File: src/rtl/ifetch_bp.sv
// Instruction-fetch stage: PC register, branch decode of the fetched word, 2-bit BHT
// prediction, and redirect/flush on JR or EX-reported mispredictions.
module ifetch_bp #(
  parameter int                 ADDR_W   = 16,
  parameter int                 BHT_BITS = 4,
  parameter logic [ADDR_W-1:0]  RESET_PC = '0,
  parameter logic [1:0]         INIT_CTR = 2'b01
) (
  input  logic              CLK,
  input  logic              RST,
  input  logic              stall_i,
  input  logic [15:0]       instr_i,
  input  logic              jr_i,
  input  logic [ADDR_W-1:0] jr_addr_i,
  input  logic              res_valid_i,
  input  logic [ADDR_W-1:0] res_pc_i,
  input  logic              res_taken_i,
  input  logic              res_pred_i,
  input  logic [ADDR_W-1:0] res_target_i,
  output logic [ADDR_W-1:0] pc_o,
  output logic [ADDR_W-1:0] pcplus1_o,
  output logic              pred_taken_o,
  output logic [ADDR_W-1:0] epc_o,
  output logic              flush_o
);

  typedef enum logic [1:0] {BUBBLE = 2'd0, RUN = 2'd1, PEND = 2'd2} state_t;

  localparam int                BHT_N = 1 << BHT_BITS;
  localparam logic [ADDR_W-1:0] ONE   = {{(ADDR_W-1){1'b0}}, 1'b1};

  state_t            state_q, state_d;
  logic [ADDR_W-1:0] pc_q, pc_d;
  logic [ADDR_W-1:0] pend_q, pend_d;
  logic [ADDR_W-1:0] lock_q, lock_d;
  logic [1:0]        bht_q [BHT_N];

  logic [4:0]          op;
  logic                is_b, is_bc, pred_taken;
  logic [ADDR_W-1:0]   imm_ext, target, pc_inc, fix_pc, redir_pc, next_pc;
  logic                mispred, redirect;
  logic [BHT_BITS-1:0] fetch_idx, res_idx;

  assign op        = instr_i[15:11];
  assign is_b      = (op == 5'b00010);
  assign is_bc     = (op == 5'b00100) || (op == 5'b00101);
  assign fetch_idx = pc_q[BHT_BITS-1:0];
  assign res_idx   = res_pc_i[BHT_BITS-1:0];

  always_comb begin
    imm_ext = {{(ADDR_W-8){instr_i[7]}}, instr_i[7:0]};
    if (is_b) imm_ext = {{(ADDR_W-11){instr_i[10]}}, instr_i[10:0]};
  end

  assign pc_inc     = pc_q + ONE;
  assign target     = pc_inc + imm_ext;
  assign pred_taken = (state_q != BUBBLE) && (is_b || (is_bc && bht_q[fetch_idx][1]));

  assign mispred  = res_valid_i && (res_taken_i != res_pred_i);
  assign fix_pc   = res_taken_i ? res_target_i : (res_pc_i + ONE);
  assign redirect = jr_i || mispred;
  assign redir_pc = jr_i ? jr_addr_i : fix_pc;

  // A pending redirect only outranks prediction; a fresh jr/mispred still beats it.
  always_comb begin
    next_pc = pc_inc;
    if (redirect)              next_pc = redir_pc;
    else if (state_q == PEND)  next_pc = pend_q;
    else if (pred_taken)       next_pc = target;
  end

  always_comb begin
    state_d = state_q;
    pc_d    = pc_q;
    pend_d  = pend_q;
    lock_d  = lock_q;
    case (state_q)
      BUBBLE: begin
        if (redirect) begin
          pend_d  = redir_pc;
          state_d = PEND;
        end else if (!stall_i) begin
          state_d = RUN;
        end
      end
      RUN: begin
        if (!stall_i) begin
          pc_d   = next_pc;
          lock_d = pc_q;
        end else if (redirect) begin
          pend_d  = redir_pc;
          state_d = PEND;
        end
      end
      PEND: begin
        if (!stall_i) begin
          pc_d    = next_pc;
          lock_d  = pc_q;
          state_d = RUN;
        end else if (redirect) begin
          pend_d = redir_pc;
        end
      end
      default: state_d = BUBBLE;
    endcase
  end

  always_ff @(posedge CLK or negedge RST) begin
    if (!RST) begin
      state_q <= BUBBLE;
      pc_q    <= RESET_PC;
      pend_q  <= '0;
      lock_q  <= '0;
    end else begin
      state_q <= state_d;
      pc_q    <= pc_d;
      pend_q  <= pend_d;
      lock_q  <= lock_d;
    end
  end

  // Counter training is independent of stall; a same-cycle lookup sees the old value.
  always_ff @(posedge CLK or negedge RST) begin
    if (!RST) begin
      for (int i = 0; i < BHT_N; i++) bht_q[i] <= INIT_CTR;
    end else if (res_valid_i) begin
      if (res_taken_i && bht_q[res_idx] != 2'b11)
        bht_q[res_idx] <= bht_q[res_idx] + 2'b01;
      else if (!res_taken_i && bht_q[res_idx] != 2'b00)
        bht_q[res_idx] <= bht_q[res_idx] - 2'b01;
    end
  end

  assign pc_o         = pc_q;
  assign pcplus1_o    = pc_inc;
  assign pred_taken_o = pred_taken;
  assign flush_o      = redirect;
  assign epc_o        = (res_valid_i || jr_i) ? lock_q : pc_q;

endmodule

File: config.mk
export PLATFORM = sky130hd
export DESIGN_NAME = ifetch_bp
export DESIGN_NICKNAME = d
export VERILOG_FILES = /design/src/rtl/ifetch_bp.sv
export SDC_FILE = /design/constraint.sdc
export NUM_CORES = 1
export LEC_CHECK = 0
export BUFFER_PORTS_ARGS = -buffer_cell sky130_fd_sc_hd__buf_2
export CORE_UTILIZATION = 40
export CTS_BUF_LIST = sky130_fd_sc_hd__clkbuf_16
export CTS_CLUSTER_DIAMETER = 30
export CTS_CLUSTER_SIZE = 10
export DETAILED_ROUTE_END_ITERATION = 10
export SYNTH_ARGS = -nofsm -noshare
export SYNTH_HDL_FRONTEND = slang
export SYNTH_SLANG_ARGS = --single-unit
File: constraint.sdc
create_clock -name CLK -period 4.3 [get_ports CLK]
set_input_delay 0.43 -clock CLK [delete_from_list [all_inputs] [get_ports CLK]]
set_output_delay 0.43 -clock CLK [all_outputs]
set_load 0.05 [all_outputs]
==> results of run 1 <==
## cell families (layout without fill, tap and decap cells)
kind of cell | Yosys count | count (layout) | share of synthesized area
multiplexers | 61 | 61 | 0.1369
flip-flops | 82 | 82 | 0.3414
AO/OA/AOI/OAI | 161 | 161 | 0.1596
adder cells (fa/ha/maj) | 27 | 27 | 0.05691
XOR/XNOR | 46 | 46 | 0.07011
AND/OR/NAND/NOR | 261 | 261 | 0.1953
buffers and inverters | 58 | 165 | 0.03979
## how the worst max path moves through the flow
| stage | endpoint | start | cells after the start | slack [ns] |
|---|---|---|---|---|
| 6_report | pc_o[13]$_DFFE_PN0P_ | pc_o[2]$_DFFE_PN0P_ | 14 | 0.54 |
| 5_1_grt | pc_o[13]$_DFFE_PN0P_ | pc_o[2]$_DFFE_PN0P_ | 14 | 0.25 |
| 4_1_cts | pc_o[13]$_DFFE_PN0P_ | pc_o[2]$_DFFE_PN0P_ | 14 | 0.53 |
| 2_1_floorplan | pc_o[13]$_DFFE_PN0P_ | pc_o[0]$_DFFE_PN0P_ | 13 | 0.005 |
| 3_3_place_gp | pc_o[13]$_DFFE_PN0P_ | pc_o[2]$_DFFE_PN0P_ | 14 | 0.69 |
| 3_5_place_dp | pc_o[13]$_DFFE_PN0P_ | pc_o[2]$_DFFE_PN0P_ | 14 | 0.54 |
## metrics by stage
stage / util / cell area, um^2 / setup WS [ns]
2_1_floorplan: - / 6098 / 0.004546
3_3_place_gp: 0.4677 / 6849 / 0.6853
3_5_place_dp: 0.4677 / 6849 / 0.5385
4_1_cts: 0.4867 / 7127 / 0.5273
5_1_grt: 0.4867 / 7127 / 0.2468
6_report: 0.4867 / 7127 / 0.5419
## final cells by class
type | count | area share
clock inverters | 7 | 0.007374
multi-input cells | 556 | 0.5323
repair buffers | 131 | 0.09621
inverters | 18 | 0.009480
flip-flops and latches | 82 | 0.2907
clock buffers | 9 | 0.03160
well taps | 184 | 0.03230
## power breakdown
part | switching, mW | internal (mW) | leakage [nW]
sequential | 0.340 | 1.16 | 0.996
clock | 0.341 | 0.395 | 0.138
combinational | 2.12 | 1.09 | 2.13
total | 2.81 | 2.65 | 3.26
## cells in the final DEF (no fill, tap or decap), types with 16 or more instances in the layout
cell / count
a21oi_1: 37
buf_2: 119
dfrtp_1: 66
dfstp_2: 16
ha_1: 26
inv_1: 18
mux2_2: 33
nand2_1: 145
nand3_1: 20
nor2_1: 38
o21ai_0: 67
xnor2_1: 24
## routing by layer
| metal | up-vias | wire (um) | track usage |
|---|---|---|---|
| li1 | 2676 | - | - |
| met1 | 2650 | 8441 | 0.3342 |
| met2 | 225 | 7966 | 0.3720 |
| met3 | 21 | 1065 | 0.03851 |
| met4 | 0 | 313 | 0.06815 |
| met5 | - | 0 | 0 |
==> impl_metrics.csv, run 1 <==
group,metric,value,unit
placement,placedCellCount,971,
pwr,power.total,5.452,mW
pwr,power_density,765.0,mW/mm^2
finish,fin_cells,987,
worst_setup_path,slowest_delay,0.56,ns
worst_setup_path,worstPathMaxFanout,11,
pwr,peakVddDrop,0.2512,mV
finish,drive_above_1_share,0.2790,
worst_setup_path,crit_chain,"nand3_1 > nor2_1 > nand2_1 > xnor2_2 > ha_1 > a21oi_1 > o211ai_1 > a21o_1 > a2111oi_0 > a211oi_2 > a32o_1 > a221o_1 > xor2_1 > a22oi_1",
global_route,grt_usage,0.2361,
timing,fin_crit_sh,0.8740,
routing,drc,22,
timing,rsz0062_at_grt,"false",
placement,portBuffers,120,
clocking,cts.sinks,82,
routing,vias_per_cell,5.645,
timing,hold_viol_final,0,
logic_synthesis,synth_top_area_share,0.2722,
routing,antenna_left,0,
clocking,clk_path_buf_depth,2,
timing,fin_skew,0.01264,ns
pwr,leakagePower,3.263,nW
global_route,overflow,0,
worst_setup_path,crit_family,"compound AO/OA/AOI/OAI gates",
timing,fin_hold_ws,0.1009,ns
die,core,0.01464,mm^2
logic_synthesis,ys.flop_type,"dfrtp_1",
finish,area_delta_synth_final,17.44,%
status,violations,"DRC",
clocking,postCtsHoldBufs,0,
die,dieArea,0.01567,mm^2
timing,fin_crit,3.758,ns
logic_synthesis,syn-num-nets,794,
timing,fmax,0.2661,GHz
finish,multiInputGateArea,0.003794,mm^2
global_route,grt_pass1_vias,5341,
finish,fillCellCount,1393,
clocking,cts.clk_slew.worst_paths,0.07,ns
die,initial_core_util,0.4144,
routing,num_vias,5572,
timing,setup_violations,0,
logic_synthesis,synth-edff-count,0,
die,die_h,125.2,um
routing,drtPass1Iterations,8,
worst_setup_path,reg2reg_from,"pc_o[2]$_DFFE_PN0P_",
clocking,ctsHtreeMaxLevel,3,
routing,detailedRoute.firstIterationViolations,341,
worst_setup_path,worstPathArrival,4.03,ns
routing,drt_wl_total,17790,um
worst_hold_path,min_path_type,"in -> async",
clocking,ctsRootBufferMaster,"clkbuf_16",
status,status,"complete, but fails checks",
logic_synthesis,yosys_register_bits,82,
logic_synthesis,postSynthCellCount,696,
timing,tns,0,ns
flow_run,drv_cap,0,
logic_synthesis,synth_seq_area_share,0.3414,
clocking,cts-resized-gates,0,
logic_synthesis,syn_area_per_cell,8.719,um^2
timing,worst_pin_slew,0.7825,ns
logic_synthesis,yosysTopAreaCell,"dfrtp_1",
timing,drv_slew,0,
clocking,cts_setup_buffers,0,
placement,hpwlAfterDp,13710,um
die,die-width,125.2,um
clocking,cts_tree,"yes",
worst_setup_path,worstPathRequired,4.57,ns
timing,slew_headroom,0.4783,
logic_synthesis,synth_cell_types,64,
logic_synthesis,synth_commonest_cells,"145 x nand2_1, 67 x o21ai_0, 66 x dfrtp_1",
die,num_io_pins,121,
worst_setup_path,r2r_cells,14,
logic_synthesis,ys_top_cells_by_area,"dfrtp_1 27%, nand2_1 9.0%, dfstp_2 6.9%",
logic_synthesis,ys_async_sr_fraction,1.000,
global_route,grt_max_degree,51,
global_route,antenna_found_initial,0,
finish,nNetsFinal,896,
logic_synthesis,syn-cell-area,0.006068,mm^2
die,num_rows,44,
logic_synthesis,ys_warn_count,0,
worst_setup_path,criticalPathCategory,"reg -> reg",
worst_setup_path,timing.rr.end,"pc_o[13]$_DFFE_PN0P_",
finish,antenna_cells,0,
worst_setup_path,crit_path_end_kind,"register",
worst_setup_path,critPathSlowestCell,"dfrtp_1",
finish,seq_area,0.002072,mm^2
clocking,cts_buffers,9,
logic_synthesis,yosysMostFrequentCell,"nand2_1",
routing,wl_per_cell,18.02,um
worst_setup_path,crit_buf_inv,0,
global_route,grt_pass1_wl,28810,um
worst_setup_path,critPathLaunchType,"register",
worst_setup_path,ff2ff_setup_slack,0.54,ns
placement,place.gp.congestion,0.9239,
clocking,clk_latency,0.35,ns
Note: power is estimated with default switching activity, not from simulation.
==> run 2, diff against run 1 <==
Settings changed: CAP_MARGIN set to 0, CELL_PAD_IN_SITES_DETAIL_PLACEMENT set to 2, CELL_PAD_IN_SITES_GLOBAL_PLACEMENT set to 2, CORE_UTILIZATION 40 to 34, PLACE_DENSITY_LB_ADDON set to 0.1.
==> impl_metrics.csv, run 2 (same netlist as run 1, synthesis figures left out) <==
group,metric,value,unit
status,status,"complete, no violations",
clocking,clk_latency,0.34,ns
finish,final_cell_mix,"145 x nand2_1, 119 x buf_2, 67 x o21ai_0",
die,dieArea,0.01839,mm^2
die,die-width,135.6,um
timing,rsz0062_at_grt,"false",
worst_setup_path,criticalPathCategory,"reg -> reg",
worst_setup_path,critPathLaunchType,"register",
worst_setup_path,crit_chain,"buf_4 > and4_1 > nand2_1 > xnor2_2 > ha_1 > o21ai_0 > a21boi_0 > a21o_1 > a2111oi_0 > a211oi_2 > a32o_1 > a221o_1 > xor2_1 > a22oi_1",
routing,drtPass1Iterations,4,
global_route,grt_pass1_vias,6147,
timing,worst_pin_slew,0.8497,ns
placement,placedCellCount,1014,
clocking,ctsHtreeMaxLevel,3,
worst_setup_path,crit_buf_inv,1,
pwr,leakagePower,3.263,nW
global_route,grt_max_degree,57,
die,initial_core_util,0.3496,
worst_setup_path,r2r_cells,14,
finish,area_delta_synth_final,18.39,%
worst_setup_path,worstPathArrival,4.03,ns
pwr,peakVddDrop,0.3134,mV
routing,detailedRoute.firstIterationViolations,229,
finish,fin_cells,1030,
routing,antenna_left,0,
clocking,cts.clk_slew.worst_paths,0.07,ns
timing,setup_violations,0,
worst_setup_path,cp.depth,14,
routing,drt_wl_total,21970,um
clocking,ctsRootBufferMaster,"clkbuf_16",
clocking,cts_tree,"yes",
clocking,clk_path_buf_depth,2,
timing,hold_viol_final,0,
global_route,grt_pass1_wl,34570,um
worst_setup_path,worstPathRequired,4.56,ns
finish,nNetsFinal,898,
clocking,cts-resized-gates,0,
timing,fin_crit_sh,0.8763,
worst_setup_path,crit_start,"pc_o[0]$_DFFE_PN0P_",
pwr,power.total,5.604,mW
worst_hold_path,min_path_type,"in -> async",
timing,fmax,0.2654,GHz
pwr,p_comb_frac,0.603,
timing,fin_skew,0.009379,ns
die,num_rows,48,
global_route,antenna_found_initial,0,
pwr,swShare,0.5267,
timing,drv_slew,0,
placement,place.gp.congestion,0.8269,
clocking,cts_setup_buffers,0,
worst_setup_path,crit_path_end_kind,"register",
pwr,power_density,780.1,mW/mm^2
finish,fillCellCount,1943,
clocking,cts.sinks,82,
finish,mostFrequentLayoutCell,"nand2_1",
finish,final_area,0.007184,mm^2
worst_setup_path,worstPathMaxFanout,12,
worst_setup_path,cp-endpoint,"pc_o[13]$_DFFE_PN0P_",
worst_setup_path,critPathSlowestCell,"a2111oi_0",
routing,vias_per_cell,5.583,
worst_setup_path,reg2reg_from,"pc_o[0]$_DFFE_PN0P_",
worst_setup_path,slowest_delay,0.46,ns
global_route,grt_usage,0.2455,
routing,wl_per_cell,21.33,um
timing,tns,0,ns
global_route,overflow,0,
clocking,postCtsHoldBufs,0,
worst_setup_path,crit_family,"compound AO/OA/AOI/OAI gates",
clocking,cts_buffers,9,
placement,post-place-ws,0.5111,ns
routing,num_vias,5751,
die,core,0.01736,mm^2
placement,portBuffers,120,
worst_setup_path,timing.rr.end,"pc_o[13]$_DFFE_PN0P_",
pwr,p_clk_frac,0.129,
placement,place_area,0.006915,mm^2
die,die_h,135.6,um
finish,antenna_cells,0,
timing,slew_headroom,0.4335,
routing,drc,0,
worst_setup_path,ff2ff_setup_slack,0.53,ns
timing,timing.final.ws_setup,0.5320,ns
placement,hpwlAfterDp,17090,um
flow_run,drv_cap,0,
pwr,seq_power_share,0.269,
timing,fin_crit,3.768,ns
die,num_io_pins,121,
finish,drive_above_1_share,0.2783,
pwr,switchingPower,2.952,mW
pwr,p_int,2.652,mW
[run 2: how the worst min path moves through the flow]
stage | end | cells past startpoint
global route | bht_q[3]$_DFFE_PN0P_ | 1
finish | bht_q[19]$_DFFE_PN0P_ | 1
global placement | pend_q[13]$_DFFE_PN0P_ | 2
CTS | bht_q[23]$_DFFE_PN0P_ | 1
floorplan | bht_q[11]$_DFFE_PN0P_ | 0
detailed placement | pend_q[11]$_DFFE_PN0P_ | 2
[run 2: power by group through the flow]
stage | logic (mW) | clock network, mW | registers [mW]
global placement | 3.22 | 0 | 1.47
finish | 3.38 | 0.722 | 1.51
global route | 3.63 | 0.751 | 1.55
floorplan | 2.29 | 0 | 1.58
CTS | 3.40 | 0.732 | 1.51
detailed placement | 3.37 | 0 | 1.52
[run 2: metrics by stage]
step                      hold WS, ns  utilization
after floorplan                0.1344            -
after global routing           0.2107       0.4139
final                          0.1597       0.4139
after detailed placement       0.4668       0.3984
after CTS                      0.1897       0.4139
after global placement         0.4534       0.3984
[run 2: area by class of cell]
class	instances	area [um^2]	share of cell area
Clock inverter	7	43.79	0.006095
Sequential cell	82	2072	0.2884
Inverter	18	67.56	0.009404
Timing Repair Buffer	133	700.7	0.09753
Multi-Input combinational cell	556	3794	0.5280
Tap cell	225	281.5	0.03918
Clock buffer	9	225.2	0.03135
[run 2: routing by layer]
metal | global-route usage | up-vias | part of all wire
met3 | 0.02581 | 20 | 0.030
met2 | 0.4277 | 129 | 0.49
met4 | 0.05306 | 0 | 0.011
li1 | - | 2674 | -
met5 | 0 | - | 0
met1 | 0.3259 | 2928 | 0.47
